### src/rtl/ibus_dbus_arbiter.sv
// rtl/ibus_dbus_arbiter.sv - shares one memory bus between the VexRiscv iBus and dBus
//
// Purpose:
//   Forwards iBus/dBus commands one at a time onto a single memory bus. A
//   command that is presented but not accepted locks the grant until its
//   handshake. Every accepted read pushes its source bit into an in-order FIFO.
//   Returning read responses are routed by the FIFO head. Writes produce no
//   response.
//
// Optional feature macro:
//   ARB_ROUND_ROBIN_EN - defined: ties in IDLE alternate between the buses.
//                        undefined: fixed priority, dBus wins ties.
//
// Ports:
//   clk, reset           clock, asynchronous active-high reset
//   ibus_cmd_*           iBus command (valid/ready, address, size)
//   ibus_rsp_*           iBus response (valid, data, error)
//   dbus_cmd_*           dBus command (valid/ready, wr, address, data, mask, size)
//   dbus_rsp_*           dBus read response (valid, last, data, error)
//   mem_cmd_*            forwarded command (valid/ready, wr, address, data, mask, size)
//   mem_rsp_*            in-order read response from memory (valid, data, error)
//   err_orphan_rsp       sticky flag: a response arrived with no read outstanding

module ibus_dbus_arbiter #(
  parameter int ADDR_W      = 32,
  parameter int DATA_W      = 32,
  parameter int MAX_PENDING = 4
) (
  input  logic                clk,
  input  logic                reset,

  input  logic                ibus_cmd_valid,
  output logic                ibus_cmd_ready,
  input  logic [ADDR_W-1:0]   ibus_cmd_address,
  input  logic [2:0]          ibus_cmd_size,
  output logic                ibus_rsp_valid,
  output logic [DATA_W-1:0]   ibus_rsp_data,
  output logic                ibus_rsp_error,

  input  logic                dbus_cmd_valid,
  output logic                dbus_cmd_ready,
  input  logic                dbus_cmd_wr,
  input  logic [ADDR_W-1:0]   dbus_cmd_address,
  input  logic [DATA_W-1:0]   dbus_cmd_data,
  input  logic [DATA_W/8-1:0] dbus_cmd_mask,
  input  logic [2:0]          dbus_cmd_size,
  output logic                dbus_rsp_valid,
  output logic                dbus_rsp_last,
  output logic [DATA_W-1:0]   dbus_rsp_data,
  output logic                dbus_rsp_error,

  output logic                mem_cmd_valid,
  input  logic                mem_cmd_ready,
  output logic                mem_cmd_wr,
  output logic [ADDR_W-1:0]   mem_cmd_address,
  output logic [DATA_W-1:0]   mem_cmd_data,
  output logic [DATA_W/8-1:0] mem_cmd_mask,
  output logic [2:0]          mem_cmd_size,
  input  logic                mem_rsp_valid,
  input  logic [DATA_W-1:0]   mem_rsp_data,
  input  logic                mem_rsp_error,

  output logic                err_orphan_rsp
);

  localparam int MASK_W = DATA_W / 8;
  localparam int PTR_W  = $clog2(MAX_PENDING);
  localparam int CNT_W  = PTR_W + 1;

  typedef enum logic {
    ST_IDLE   = 1'b0,
    ST_LOCKED = 1'b1
  } state_e;

  state_e             state_q, state_d;
  logic               gnt_q, gnt_d;        // 0 = iBus, 1 = dBus
  logic               sel;                 // source currently driving mem_cmd_*
  logic               cmd_valid;
  logic               cmd_hs;
  logic               tie_pick;

  logic [MAX_PENDING-1:0] fifo_q;
  logic [PTR_W-1:0]   wr_ptr_q, rd_ptr_q;
  logic [CNT_W-1:0]   cnt_q;
  logic               fifo_full, fifo_empty, fifo_head;
  logic               push, pop;
  logic               orphan_q;

  logic               i_ok, d_ok;

  // Fullness comes only from registered count, so mem_rsp_* never reaches
  // the command side combinationally.
  assign fifo_full  = (cnt_q == CNT_W'(MAX_PENDING));
  assign fifo_empty = (cnt_q == '0);
  assign fifo_head  = fifo_q[rd_ptr_q];

  // A dBus write needs no FIFO slot, so it stays selectable when full.
  assign i_ok = ibus_cmd_valid && !fifo_full;
  assign d_ok = dbus_cmd_valid && (dbus_cmd_wr || !fifo_full);

`ifdef ARB_ROUND_ROBIN_EN
  logic rr_q;  // source favoured on the next tie (1 = dBus)

  assign tie_pick = rr_q;

  always_ff @(posedge clk or posedge reset) begin
    if (reset) begin
      rr_q <= 1'b1;
    end else if (cmd_hs) begin
      rr_q <= ~sel;
    end
  end
`else
  assign tie_pick = 1'b1;
`endif

  always_comb begin
    state_d   = state_q;
    gnt_d     = gnt_q;
    sel       = 1'b0;
    cmd_valid = 1'b0;
    case (state_q)
      ST_IDLE: begin
        sel       = (i_ok && d_ok) ? tie_pick : d_ok;
        cmd_valid = i_ok || d_ok;
        if (cmd_valid && !mem_cmd_ready) begin
          state_d = ST_LOCKED;
          gnt_d   = sel;
        end
      end
      ST_LOCKED: begin
        // The FIFO cannot fill while locked (pushes happen only on a
        // handshake), so the locked read needs no extra blocking check.
        sel       = gnt_q;
        cmd_valid = gnt_q ? dbus_cmd_valid : ibus_cmd_valid;
        if (cmd_valid && mem_cmd_ready) begin
          state_d = ST_IDLE;
        end
      end
      default: begin
        state_d = ST_IDLE;
      end
    endcase
  end

  always_ff @(posedge clk or posedge reset) begin
    if (reset) begin
      state_q <= ST_IDLE;
      gnt_q   <= 1'b0;
    end else begin
      state_q <= state_d;
      gnt_q   <= gnt_d;
    end
  end

  assign mem_cmd_valid   = cmd_valid;
  assign mem_cmd_wr      = sel ? dbus_cmd_wr      : 1'b0;
  assign mem_cmd_address = sel ? dbus_cmd_address : ibus_cmd_address;
  assign mem_cmd_data    = sel ? dbus_cmd_data    : '0;
  assign mem_cmd_mask    = sel ? dbus_cmd_mask    : {MASK_W{1'b1}};
  assign mem_cmd_size    = sel ? dbus_cmd_size    : ibus_cmd_size;

  assign cmd_hs         = cmd_valid && mem_cmd_ready;
  assign ibus_cmd_ready = cmd_valid && !sel && mem_cmd_ready;
  assign dbus_cmd_ready = cmd_valid &&  sel && mem_cmd_ready;

  assign push = cmd_hs && !mem_cmd_wr && !fifo_full;
  assign pop  = mem_rsp_valid && !fifo_empty;

  always_ff @(posedge clk or posedge reset) begin
    if (reset) begin
      fifo_q   <= '0;
      wr_ptr_q <= '0;
      rd_ptr_q <= '0;
      cnt_q    <= '0;
      orphan_q <= 1'b0;
    end else begin
      if (push) begin
        fifo_q[wr_ptr_q] <= sel;
        wr_ptr_q         <= wr_ptr_q + 1'b1;
      end
      if (pop) begin
        rd_ptr_q <= rd_ptr_q + 1'b1;
      end
      case ({push, pop})
        2'b10:   cnt_q <= cnt_q + 1'b1;
        2'b01:   cnt_q <= cnt_q - 1'b1;
        default: cnt_q <= cnt_q;
      endcase
      if (mem_rsp_valid && fifo_empty) begin
        orphan_q <= 1'b1;
      end
    end
  end

  assign err_orphan_rsp = orphan_q;

  assign ibus_rsp_valid = pop && !fifo_head;
  assign ibus_rsp_data  = mem_rsp_data;
  assign ibus_rsp_error = mem_rsp_error;
  assign dbus_rsp_valid = pop &&  fifo_head;
  assign dbus_rsp_last  = dbus_rsp_valid;
  assign dbus_rsp_data  = mem_rsp_data;
  assign dbus_rsp_error = mem_rsp_error;

endmodule

### config.mk
export PLATFORM = sky130hd
export DESIGN_NAME = ibus_dbus_arbiter
export DESIGN_NICKNAME = d
export VERILOG_FILES = /design/src/rtl/ibus_dbus_arbiter.sv
export SDC_FILE = /design/constraint.sdc
export NUM_CORES = 1
export LEC_CHECK = 0
export BUFFER_PORTS_ARGS = -buffer_cell sky130_fd_sc_hd__clkbuf_2
export CAP_MARGIN = 20
export CORE_AREA = 2 2 111 113
export DETAILED_ROUTE_END_ITERATION = 7
export DIE_AREA = 0 0 113 115
export PLACE_DENSITY = 0.51
export SKIP_CTS_REPAIR_TIMING = 1
export SYNTH_ARGS = -nofsm -noshare
export SYNTH_HDL_FRONTEND = slang
export SYNTH_SLANG_ARGS = --single-unit
### constraint.sdc
create_clock -name clk -period 2.25 [get_ports clk]
set_input_delay 0 -clock clk [delete_from_list [all_inputs] [get_ports clk]]
set_output_delay 0 -clock clk [all_outputs]
set_load 0.05 [all_outputs]
=== After elaboration in Yosys (flattened, before gate mapping) ===
Index checks and enable logic that the tools add are counted.

* Flip-flop bits (word level): 14
* Bits in latches: 0
* Bits in writable memories: 0
* ROM bits: 0
* Input port bits: 146
* Output and inout port bits: 145
* Logic and storage cells: 64
* Memories: 0

* Add/sub/neg operators: 4
* Multipliers: 0
* Divide/modulo/power cells: 0
* $lt $le $gt $ge: 3
* Eq/ne operators: 3
* Shift operators: 0
* Multiplexer cells: 18
* Bitwise logic cells: 1
* Reduce and logical (&&, ||, !) cells: 28

{| class="wikitable"
|+ Operators with widths
! operator !! count
|-
| $mux 32 || 2
|-
| $logic_and 1x1->1 || 17
|-
| $mux 1 || 7
|-
| $logic_not 1->1 || 6
|-
| $lt 2x3->1 const B || 2
|-
| $pmux 1 s2 || 3
|-
| $pmux 3 s2 || 1
|-
| $add 2x1->2 const B || 2
|-
| $bwmux 4 || 1
|-
| $mux 4 || 1
|-
| $add 3x1->3 const B || 1
|-
| $eq 3x3->1 const B || 1
|-
| $logic_not 3->1 || 1
|-
| $mux 3 || 1
|-
| $sub 3x1->3 const B || 1
|-
| $bmux 1 s2 || 1
|-
| $demux 1 s2 || 1
|-
| $eq 2x1->1 const B || 1
|-
| $eq 2x2->1 const B || 1
|-
| $ge 2x1->1 const B || 1
|-
| $logic_or 1x1->1 || 2
|-
| $reduce_and 2->1 || 1
|-
| $reduce_bool 2->1 || 1
|-
| $not 1->1 || 1
|}

=== Longest topological paths before layout ===
Gate-level depths: netlist of the first run.

* Word-level depth: 13
* Gate-level depth with buffers: 10
* Mapped depth without buffers: 9

=== Least setup slack after synthesis of the first run ===
No wires, ideal clock.

* Kind: register -> register
* Start: register state_q
* End: register cnt_q[2]
* Setup time: 0.125 ns
* Data arrival time: 2.025 ns
* Data required time: 2.125 ns
* Slack: 0.100 ns
* Cell stages (with the launch flop): 11
* Buffers on the path: 1
* Clock period less this slack: 2.150 ns
* Path through: dfrtp_1 -> buf_6 -> mux2_4 -> a211oi_2 -> nand2_2 -> ha_1 -> inv_1 -> fa_1 -> xor2_1 -> nor2_1 -> xor2_1

* Cells in the longest elaborated chain, start to end: 8
* Elaborated cells between the ends (all ways): 12
* Those cells by class: eq/ne (2); mux (4); bitwise (1); reduce/logical (5)

{| class="wikitable"
|+ Ends and longest elaborated chain
! element !! RTL line !! RTL
|-
| start, declared || 75 || <nowiki>state_e state_q, state_d;</nowiki>
|-
| start signal, assigned || 151 || <nowiki>state_q <= state_d;</nowiki>
|-
| $not 1->1 (no source line) || -- ||
|-
| $pmux 1 s2 || 122 || <nowiki>case (state_q)</nowiki>
|-
| $mux 1 || 157 || <nowiki>assign mem_cmd_wr = sel ? dbus_cmd_wr : 1'b0;</nowiki>
|-
| $logic_not 1->1 || 167 || <nowiki>assign push = cmd_hs && !mem_cmd_wr && !fifo_full;</nowiki>
|-
| $logic_and 1x1->1 (*) (2 in series) || 167 ||
|-
| $eq 2x1->1 or $eq 2x2->1 (tied branches) || 185 || <nowiki>case ({push, pop})</nowiki>
|-
| $pmux 3 s2 or $reduce_bool 2->1 (tied branches) || -- ||
|-
| end signal, assigned || 186 || <nowiki>2'b10: cnt_q <= cnt_q + 1'b1;</nowiki>
|-
| end signal, assigned || 187 || <nowiki>2'b01: cnt_q <= cnt_q - 1'b1;</nowiki>
|-
| end signal, assigned || 188 || <nowiki>default: cnt_q <= cnt_q;</nowiki>
|-
| end, declared || 84 || <nowiki>logic [CNT_W-1:0] cnt_q;</nowiki>
|}

Every way passes the cells marked *; elsewhere a longest branch is shown, timed or not.
A chain may end at the register's enable or synchronous reset.

=== Worst setup path after layout of the first run ===
* Start: register cnt_q[0]
* End: output mem_cmd_address[31]

* Cells in the longest elaborated chain, start to end: 8
* Elaborated cells between the ends (all ways): 9
* Those cells by class: eq/ne (1); mux (3); reduce/logical (5)

{| class="wikitable"
|+ Ends and longest elaborated chain
! element !! RTL line !! RTL
|-
| $eq 3x3->1 (*) || 93 || <nowiki>assign fifo_full = (cnt_q == CNT_W'(MAX_PENDING));</nowiki>
|-
| $logic_not 1->1 (*) || 98, 99 ||
|-
| $logic_or 1x1->1 || 99 || <nowiki>assign d_ok = dbus_cmd_valid && (dbus_cmd_wr || !fifo_full);</nowiki>
|-
| $logic_and 1x1->1 || 99 ||
|-
| $logic_and 1x1->1 || 124 || <nowiki>sel = (i_ok && d_ok) ? tie_pick : d_ok;</nowiki>
|-
| $mux 1 (*) || 124 ||
|-
| $pmux 1 s2 (*) || 122 ||
|-
| $mux 32 (*) || 158 || <nowiki>assign mem_cmd_address = sel ? dbus_cmd_address : ibus_cmd_address;</nowiki>
|-
| end, declared || 55 || <nowiki>output logic [ADDR_W-1:0] mem_cmd_address,</nowiki>
|}

Marked as above.

==> summary.md, run 1 <==
| Metric | Value |
|---|---|
| Status | `complete, but fails checks` |
| Failing checks | `DRC` |
| DRT Pass-1 Iters | `6` |
| Core region area | `0.01181 mm²` |
| Final nets | `505` |
| Clock Sinks | `14` |
| Max H-tree Level | `1` |
| Setup CP Type | `reg -> out` |
| Syn_nets | `379` |
| First-pass GRT wire length | `8.894 mm` |
| DR WL/cell | `13.46 µm` |
| R2r setup slk | `0.17 ns` |
| Crit path launch type | `flop` |
| Top_reg_cell synth | `dfrtp_1` |
| Critical-path top delay cell | `dfrtp_1` |
| Seq cells post-synth | `14` |
| WP data required | `2.25 ns` |
| Proportion of synthesized area in mux cells | `24.98%` |
| Largest net degree at the start of global routing | `77` |
| Final core utilization | `23.65%` |
| Die X-Extent | `113 µm` |
| Longest Clk Path Bufs | `2` |
| Hpwl dp | `5.911 mm` |
| Seq/Total Area, Yosys | `17.23%` |
| Die ar. | `0.01300 mm²` |
| FMAX | `461.3 MHz` |
| Synth warnings | `0` |
| Synthesized area | `0.002033 mm²` |
| CP arrival | `2.17 ns` |
| Site Rows | `40` |
| Crit Path Max Fanout | `76` |
| Setup crit end kind | `output port` |
| Slew @ Worst Pin | `0.5637 ns` |
| Hold Vio Cnt, Final | `0` |
| Slew HR | `62.38%` |
| Vias per inst | `3.824` |
| Async set-reset flop share out of synthesis | `100.0%` |
| CTS root buf | `clkbuf_16` |
| Compound-Gate Fraction of Synth Area | `4.369%` |
| Total Routing Usage GR | `8.822%` |
| Worst VDD drop | `0.6159 mV` |
| Final WL | `6.718 mm` |
| Layout cells sized above 1 | `69.60%` |
| Synth top cells by count | `buf_4, mux2_2, and2_1` |
| Ant. Diodes | `0` |
| Skew-Pair Late Insertion Delay | `0.24 ns` |
| Clk_skew | `0.006072 ns` |
| Max-cap violations | `0` |
| Syn Area/Cell | `8.957 µm²` |
| Initial Util | `17.21%` |
| Drt drc | `20` |
| Post-Synth Simple-Gate Area | `17.17%` |
| Port bufs | `191` |
| Area share of the largest cell type after synthesis | `24.74%` |
| Sum Neg Setup Slack | `0 ns` |
| Top-count cell post-synth | `buf_4` |
| Top cells by area, synth | `buf_4, mux2_2, dfrtp_1, and2_1, ha_1` |
| Detailed Route Iter0 Violations | `60` |
| Static leakage | `1.525 nW` |
| Overflow after GRT | `0` |
| Final worst path period need | `2.168 ns` |
| Crit path largest cell delay | `0.42 ns` |
| P per Cell Area | `1497 mW/mm²` |
| DIE HEIGHT | `115 µm` |
| Main combinational cell family by area after synthesis | `buffers and inverters` |
| Crit-path cells | `or3b_1, o211ai_2, nand2_2, buf_12, mux2_2, clkbuf_2` |
| Netlist cell types | `33` |
| Number of synthesized flops with an enable pin | `0` |
| Synth Area in XOR/XNOR | `2.585%` |
| # IOs | `291` |
| ANT nets after route | `0` |
| CTS tree | `built` |
| Final Max Slew Viols | `0` |
| Adder-cell share of the synthesized area | `4.062%` |
| Final Setup Violations | `0` |
| Post-Syn Instances | `227` |
| Fin crit share | `96.35%` |
| Via total after detailed routing | `1908` |
| Clk slew on worst S/H paths | `0.05 ns` |
| Placer Congestion | `0.7097` |
| RSZ-0062 raised after global routing | `true` |
| Synthesis-to-layout area growth | `37.42%` |
| Synth area leader | `buf_4` |
| Initial antenna violation count | `0` |
| Vias in the first global route | `1717` |
| Worst Hold Class | `in -> out` |
| CTS Buf Count | `3` |
final timing paths:
kind                       cells past startpoint                  end             start
max                                            6  mem_cmd_address[31]          cnt_q[0]
min                                            0    dbus_rsp_data[10]  mem_rsp_data[10]
max reg2reg                                    9             cnt_q[2]          cnt_q[0]
min reg2reg                                    1       err_orphan_rsp    err_orphan_rsp
max in group asynchronous                      3            fifo_q[1]             reset
min in group asynchronous                      3             cnt_q[0]             reset
through the flow:
stage / power, W / instance area (µm²) / hold WS [ns] / std cells / worst slack [ns]
6_report: 0.004182 / 2794 / 0.00002421 / 499 / 0.08213
5_1_grt: 0.004406 / 2794 / 0.0001383 / 499 / -0.0006495
4_1_cts: 0.004236 / 2774 / -0.1955 / 497 / 0.05000
3_5_place_dp: 0.003849 / 2685 / 0.0004974 / 493 / 0.1576
3_3_place_gp: 0.003826 / 2685 / 0.0004974 / 493 / 0.2084
2_1_floorplan: 0.003405 / 2033 / -0.1108 / 227 / 0.09962
flip-flops by register name, indices dropped and copies added (netlist names):
signal          flops
fifo_q              4
cnt_q               3
rd_ptr_q            2
wr_ptr_q            2
err_orphan_rsp      1
gnt_q               1
state_q             1
layer usage:
layer	vias to the layer above	GRT usage (%)	wire [µm]
met2	153	16.13	3397
met1	813	10.31	2543
met4	0	2.358	106
li1	925	-	-
met5	-	0	0
met3	17	2.161	669
cells in the final DEF, fill, tap and decap left out, types with 3 or more instances in the layout:
cell,instances
ha_1,5
buf_12,3
nand2_1,3
nand3_1,4
xnor2_1,4
clkbuf_16,3
nor2_1,3
nor3_1,3
a21oi_1,3
nand2b_1,6
buf_4,4
mux2_2,39
clkbuf_2,179
and2_1,35
dfrtp_1,14
inv_1,9
buf_2,10
cells by family after synthesis:
| kind of cell | count (synthesis) |
|---|---|
| buf+inv | 86 |
| simple gates | 59 |
| mux | 44 |
| flops | 14 |
| compound gates | 12 |
| xor+xnor | 6 |
| fa+ha+maj | 6 |
critical path: cells and delay by family (launching register included):
kind | cells | cell delay (ns)
buffers and inverters | 2 | 0.44
AOI/OAI and AO/OA | 1 | 0.20
and+or+nand+nor | 2 | 0.51
muxes | 1 | 0.32
DFF | 1 | 0.42
layout make-up:
| class | count | area, µm² |
|---|---|---|
| inverters | 9 | 33.78 |
| repair buffers | 198 | 1056 |
| flip-flops and latches | 14 | 350.3 |
| fillers | 1290 | 9017 |
| clock buffers | 4 | 88.84 |
| well taps | 147 | 183.9 |
| multi-input cells | 127 | 1081 |
power breakdown:
group          leakage [nW]  internal, W  switching [W]
registers             0.164     0.000381       0.000113
clock network        0.0442     0.000269       0.000102
logic                  1.32      0.00101        0.00230
total                  1.53      0.00166        0.00252
No activity file was read; power rests on OpenSTA's default activity.
==> run 2: changes to the inputs <==
- GPL_TIMING_DRIVEN: unset -> 0
==> run 2 against run 1 <==
The run ends with DRC, hold timing left. Register-to-register slack worse by 0.09 ns. Combinational power up 14%. Die area unchanged. Fmax about the same. Critical path type unchanged. Largest power group unchanged.
==> summary.md, run 2 (synthesis results as in run 1) <==
| Metric | Value |
|---|---|
| CTS Buf Count | `3 (unchanged)` |
| Die ar. | `0.01300 mm² (unchanged)` |
| Static leakage | `2.144 nW (+41%)` |
| Finished Cell Area | `0.003638 mm² (+30%)` |
| ANT nets after route | `0 (unchanged)` |
| Drt drc | `20 (unchanged)` |
| Vias per inst | `3.813 (-0.28%)` |
| Commonest non-fill, non-tap cell in the layout | `clkbuf_2` |
| Initial antenna violation count | `0 (unchanged)` |
| DIE HEIGHT | `115 µm (unchanged)` |
| Max H-tree Level | `1 (unchanged)` |
| Failing checks | `DRC, hold timing` |
| Skew-Pair Late Insertion Delay | `0.24 ns (about the same)` |
| Final WL | `8.080 mm (+20%)` |
| # IOs | `291 (unchanged)` |
| Final Max Slew Viols | `0 (unchanged)` |
| Clk slew on worst S/H paths | `0.05 ns (about the same)` |
| DR WL/cell | `12.70 µm (-5.6%)` |
| Final nets | `642 (+27%)` |
| Final Setup Violations | `0 (unchanged)` |
| Number of flip-flops in the largest register | `4 (unchanged)` |
| Site Rows | `40 (unchanged)` |
| Final worst path period need | `2.169 ns (+0.0006828 ns)` |
| Clock Sinks | `14 (unchanged)` |
| Placed Area | `0.003498 mm² (+30%)` |
| Via total after detailed routing | `2425 (+27%)` |
| Critical-path top delay cell | `dfrtp_1` |
| Synthesis-to-layout area growth | `78.95%` |
| Setup crit end kind | `output port` |
| Largest Register | `fifo_q` |
| Pre-CTS WS | `-0.1470 ns (-0.3046 ns)` |
| Setup CP Type | `reg -> out` |
| Crit path launch type | `flop` |
| Crit-path cells | `or3b_4, o211ai_2, nand2_2, buf_2, mux2_2, clkbuf_2` |
| Longest Clk Path Bufs | `2 (unchanged)` |
| FMAX | `461.1 MHz (about the same)` |
| Fin crit share | `96.38% (about the same)` |
| Crit path largest cell delay | `0.43 ns (about the same)` |
| Status | `complete, but fails checks` |
| Post-route setup slack | `0.08144 ns (-0.0006828 ns)` |
| First-pass GRT wire length | `10.77 mm (+21%)` |
| CTS root buf | `clkbuf_16` |
| Slew @ Worst Pin | `0.5512 ns (-0.01250 ns)` |
| Hold Vio Cnt, Final | `1 (+1)` |
| CTS tree | `built` |
| Fill cells | `1251 (-3.0%)` |
| Slew HR | `63.21% (+0.83 points)` |
| Tot Pwr | `0.004638 W (+11%)` |
| CP Buf/Inv Count | `2 (unchanged)` |
| Clk_skew | `0.002320 ns (-0.003752 ns)` |
| Crit Path Max Fanout | `10 (-87%)` |
| CP arrival | `2.17 ns (about the same)` |
| Die X-Extent | `113 µm (unchanged)` |
| Layout cells sized above 1 | `79.14% (+9.5 points)` |
| Total Routing Usage GR | `10.56% (+1.7 points)` |
| Sum Neg Setup Slack | `0 ns (unchanged)` |
| CP top delay family | `simple AND/OR/NAND/NOR gates` |
| Hold Slack | `-0.02009 ns (-0.02011 ns)` |
| P per Cell Area | `1275 mW/mm² (-15%)` |
| Detailed Route Iter0 Violations | `55 (-8.3%)` |
| Largest registers | `fifo_q x4, cnt_q x3` |
| Overflow after GRT | `0 (unchanged)` |
| Largest net degree at the start of global routing | `15 (-81%)` |
| Most frequent cells in the layout | `clkbuf_2, buf_4, mux2_2` |
| Ant. Diodes | `0 (unchanged)` |
| Max-cap violations | `0 (unchanged)` |
| Initial Util | `17.21% (unchanged)` |
| Vias in the first global route | `2172 (+26%)` |
| Worst VDD drop | `0.5523 mV (-10%)` |
| WP data required | `2.25 ns (about the same)` |
| Port bufs | `256 (+34%)` |
| Final core utilization | `30.81% (+7.2 points)` |
| Hpwl dp | `7.328 mm (+24%)` |
| DRT Pass-1 Iters | `6 (unchanged)` |
| Worst Hold Class | `in -> reg` |
| Placer Congestion | `0.7121 (+0.34%)` |
| Core region area | `0.01181 mm² (unchanged)` |
[run 2: final timing paths]
| check | to | cells past startpoint | startpoint | slack [ns] |
|---|---|---|---|---|
| worst max-delay path | mem_cmd_address[7] | 6 | cnt_q[1] | 0.08 |
| worst min-delay path | err_orphan_rsp | 2 | mem_rsp_valid | -0.02 |
| worst max register to register | cnt_q[2] | 10 | state_q | 0.08 |
| worst min register to register | err_orphan_rsp | 1 | err_orphan_rsp | 0.46 |
| max in group asynchronous | fifo_q[0] | 3 | reset | 1.55 |
| min in group asynchronous | cnt_q[2] | 3 | reset | 0.34 |
[run 2: routing by layer]
metal	vias up	global-route usage, %	wire [µm]
met5	-	0	0
met4	0	0.9756	23
met3	2	2.161	877
met2	168	20.96	4435
met1	1061	12.00	2744
li1	1194	-	-
[run 2: cell type report]
| type | count | area, µm² | share of cell area [%] |
|---|---|---|---|
| inverters | 9 | 33.78 | 0.9285 |
| plain buffers | 77 | 571.8 | 15.72 |
| clock buffers | 4 | 88.84 | 2.442 |
| repair buffers | 258 | 1301 | 35.76 |
| multi-input cells | 127 | 1109 | 30.47 |
| flip-flops and latches | 14 | 350.3 | 9.629 |
| well taps | 147 | 183.9 | 5.055 |
[run 2: report_power, final]
part / leakage [nW] / total [W] / switching, W / internal, W
Sequential: 0.164 / 0.000501 / 0.000120 / 0.000381
Combinational: 1.94 / 0.00377 / 0.00260 / 0.00116
Clock: 0.0442 / 0.000371 / 0.000102 / 0.000269
Total: 2.14 / 0.00464 / 0.00282 / 0.00181
[run 2: stage by stage]
stage / hold WS (ns) / std cells
after global placement: 0.05035 / 630
after detailed placement: 0.05697 / 630
after CTS: -0.2040 / 634
after floorplan: -0.1108 / 227
after global routing: -0.005068 / 636
final: -0.02009 / 636
==> run 3: changes to the inputs <==
--- a/config.mk
+++ b/config.mk
@@ -10,2 +10,3 @@
 export CORE_AREA = 2 2 111 113
+export CTS_BUF_LIST = sky130_fd_sc_hd__clkbuf_2
 export DETAILED_ROUTE_END_ITERATION = 7
@@ -15,2 +16,3 @@
 export SKIP_CTS_REPAIR_TIMING = 1
+export SLEW_MARGIN = 20
 export SYNTH_ARGS = -nofsm -noshare
==> constraint.sdc (replaced) <==
create_clock -name clk -period 2.25 [get_ports clk]
set_input_delay 0.3375 -clock clk [delete_from_list [all_inputs] [get_ports clk]]
set_output_delay 0.3375 -clock clk [all_outputs]
set_load 0.05 [all_outputs]
==> run 3 against run 2 <==
The run ends with DRC, setup timing left. Global-route usage is essentially flat. Clock-buffer cell count shrank 1. Sequential share of layout area shrank 0.35 points. Utilization grew 1.2 points. Critical path depth grew 1. Non-clock buffer count is the same. Sequential cell count is the same. Die area is the same. Hold slack gained 0.064 ns.
==> summary.md, run 3 (synthesis results as in run 1) <==
| Metric | Value |
|---|---|
| Status | `complete, but fails checks` |
| Failing checks | `DRC, setup timing` |
| Worst VDD drop | `0.5678 mV (+2.8%)` |
| Seq. cell area | `350.3 µm² (unchanged)` |
| Largest registers | `fifo_q x4, cnt_q x3` |
| CP arrival | `2.19 ns (+0.02 ns)` |
| Clock Sinks | `14 (unchanged)` |
| Overflow after GRT | `0 (unchanged)` |
| CTS Buf Count | `3 (unchanged)` |
| P per Cell Area | `1235 mW/mm² (-3.1%)` |
| DRT Pass-1 Iters | `6 (unchanged)` |
| ANT nets after route | `0 (unchanged)` |
| First-pass GRT wire length | `10.77 mm (unchanged)` |
| Largest net degree at the start of global routing | `15 (unchanged)` |
| Fin crit share | `112.5% (+16 points)` |
| Synthesis-to-layout area growth | `85.72%` |
| RSZ-0062 raised after global routing | `true` |
| Setup CP Type | `reg -> out` |
| Placer Congestion | `0.7121 (unchanged)` |
| Slew @ Worst Pin | `0.5496 ns (-0.001603 ns)` |
| Max H-tree Level | `1 (unchanged)` |
| Crit-path cells | `or3b_4, o211ai_2, nand2_2, buf_6, clkbuf_4, and2_1, buf_4` |
| Total Routing Usage GR | `10.53% (-0.032 points)` |
| Layout cells sized above 1 | `78.94% (-0.20 points)` |
| FMAX | `395.2 MHz (-14%)` |
| Final nets | `642 (unchanged)` |
| DR WL/cell | `13.11 µm (+3.2%)` |
| Initial Util | `17.21% (unchanged)` |
| Hpwl dp | `7.328 mm (unchanged)` |
| Final core utilization | `31.97% (+1.2 points)` |
| Crit path launch type | `flop` |
| Largest Register | `fifo_q` |
| Site Rows | `40 (unchanged)` |
| Hold Vio Cnt, Final | `0 (-1)` |
| Drt drc | `20 (unchanged)` |
| Worst Hold Class | `in -> async` |
| Most frequent cells in the layout | `clkbuf_2, buf_4, mux2_2` |
| Final Setup Violations | `72 (+72)` |
| Worst reg2reg path depth | `9 (-1)` |
| Skew-Pair Late Insertion Delay | `0.29 ns (+0.05 ns)` |
| Sum Neg Setup Slack | `-17.21 ns (-17.21 ns)` |
| Clk_skew | `0.008615 ns (+0.006295 ns)` |
| # IOs | `291 (unchanged)` |
| Longest Clk Path Bufs | `2 (unchanged)` |
| Commonest non-fill, non-tap cell in the layout | `clkbuf_2` |
| Fill cells | `1257 (+0.48%)` |
| Vias per inst | `3.814 (about the same)` |
| Port bufs | `256 (unchanged)` |
| Die X-Extent | `113 µm (unchanged)` |
| Setup crit end kind | `output port` |
| Final WL | `8.340 mm (+3.2%)` |
| CTS root buf | `clkbuf_2` |
| Die ar. | `0.01300 mm² (unchanged)` |
| Finished Cell Area | `0.003776 mm² (+3.8%)` |
| Initial antenna violation count | `0 (unchanged)` |
| Footprint of the multi-input gates | `0.001100 mm² (-0.79%)` |
| Clk slew on worst S/H paths | `0.15 ns (+0.10 ns)` |
| Vias in the first global route | `2187 (+0.69%)` |
| Crit path largest cell delay | `0.47 ns (+0.04 ns)` |
| Critical-path top delay cell | `dfrtp_1` |
| Detailed Route Iter0 Violations | `49 (-11%)` |
| Core region area | `0.01181 mm² (unchanged)` |
| Max-cap violations | `0 (unchanged)` |
| CTS tree | `built` |
| Slew HR | `63.32% (+0.11 points)` |
| Via total after detailed routing | `2426 (+0.041%)` |
| Final worst path period need | `2.531 ns (+0.3621 ns)` |
| Final std cells w/o fill | `636 (unchanged)` |
| Crit Path Max Fanout | `10 (unchanged)` |
| Ant. Diodes | `0 (unchanged)` |
| Number of flip-flops in the largest register | `4 (unchanged)` |
| WP data required | `1.91 ns (-0.34 ns)` |
| DIE HEIGHT | `115 µm (unchanged)` |
| Post-route setup slack | `-0.2806 ns (-0.3621 ns)` |
| Final Max Slew Viols | `0 (unchanged)` |
| Placed insts | `630 (unchanged)` |
| Hold Slack | `0.04392 ns (+0.06401 ns)` |
| Placed Area | `0.003498 mm² (unchanged)` |
| Static leakage | `2.162 nW (+0.83%)` |
## run 3: final timing paths
check	startpoint	end	slack, ns
max	cnt_q[0]	mem_cmd_data[25]	-0.28
min	reset	cnt_q[2]	0.04
max reg2reg	cnt_q[0]	cnt_q[2]	0.06
min reg2reg	err_orphan_rsp	err_orphan_rsp	0.48
max in group asynchronous	reset	fifo_q[0]	1.84
min in group clk	mem_rsp_valid	err_orphan_rsp	0.27
## run 3: cell type report
| type | count | share of cell area [%] |
|---|---|---|
| inverter | 9 | 0.8946 |
| buffer | 77 | 15.41 |
| timing repair buffer | 258 | 39.93 |
| sequential | 14 | 9.278 |
| clock buffer | 3 | 0.3976 |
| clock inverter | 1 | 0.09940 |
| tap | 147 | 4.871 |
| multi-input combinational | 127 | 29.13 |
## run 3: power breakdown
group          switching [W]  internal [W]
Clock              0.0000886     0.0000386
Combinational        0.00263       0.00141
Sequential          0.000116      0.000378
## run 3: routing by layer
metal  vias up  global-route usage (%)  routed length, µm
met5         -                       0                  0
met4         0                  0.9756                 23
met3         2                   2.161                860
met2       167                   21.08               4646
met1      1064                   11.81               2810
li1       1193                       -                  -
## run 3: stage by stage
stage                     total power, W  worst slack, ns
final                           0.004665          -0.2806
after global routing            0.004914          -0.3657
after CTS                       0.004377          -0.4242
after detailed placement        0.004237          -0.1470
after global placement          0.004219         -0.09509
after floorplan                 0.003405          0.09962
## run 3: worst max-delay path, delay by kind of cell, from the launching register on
kind                   cells  cell delay (ns)
AO/OA/AOI/OAI              1             0.20
buffers and inverters      3             0.52
flip-flops                 1             0.47
AND/OR/NAND/NOR            3             0.72
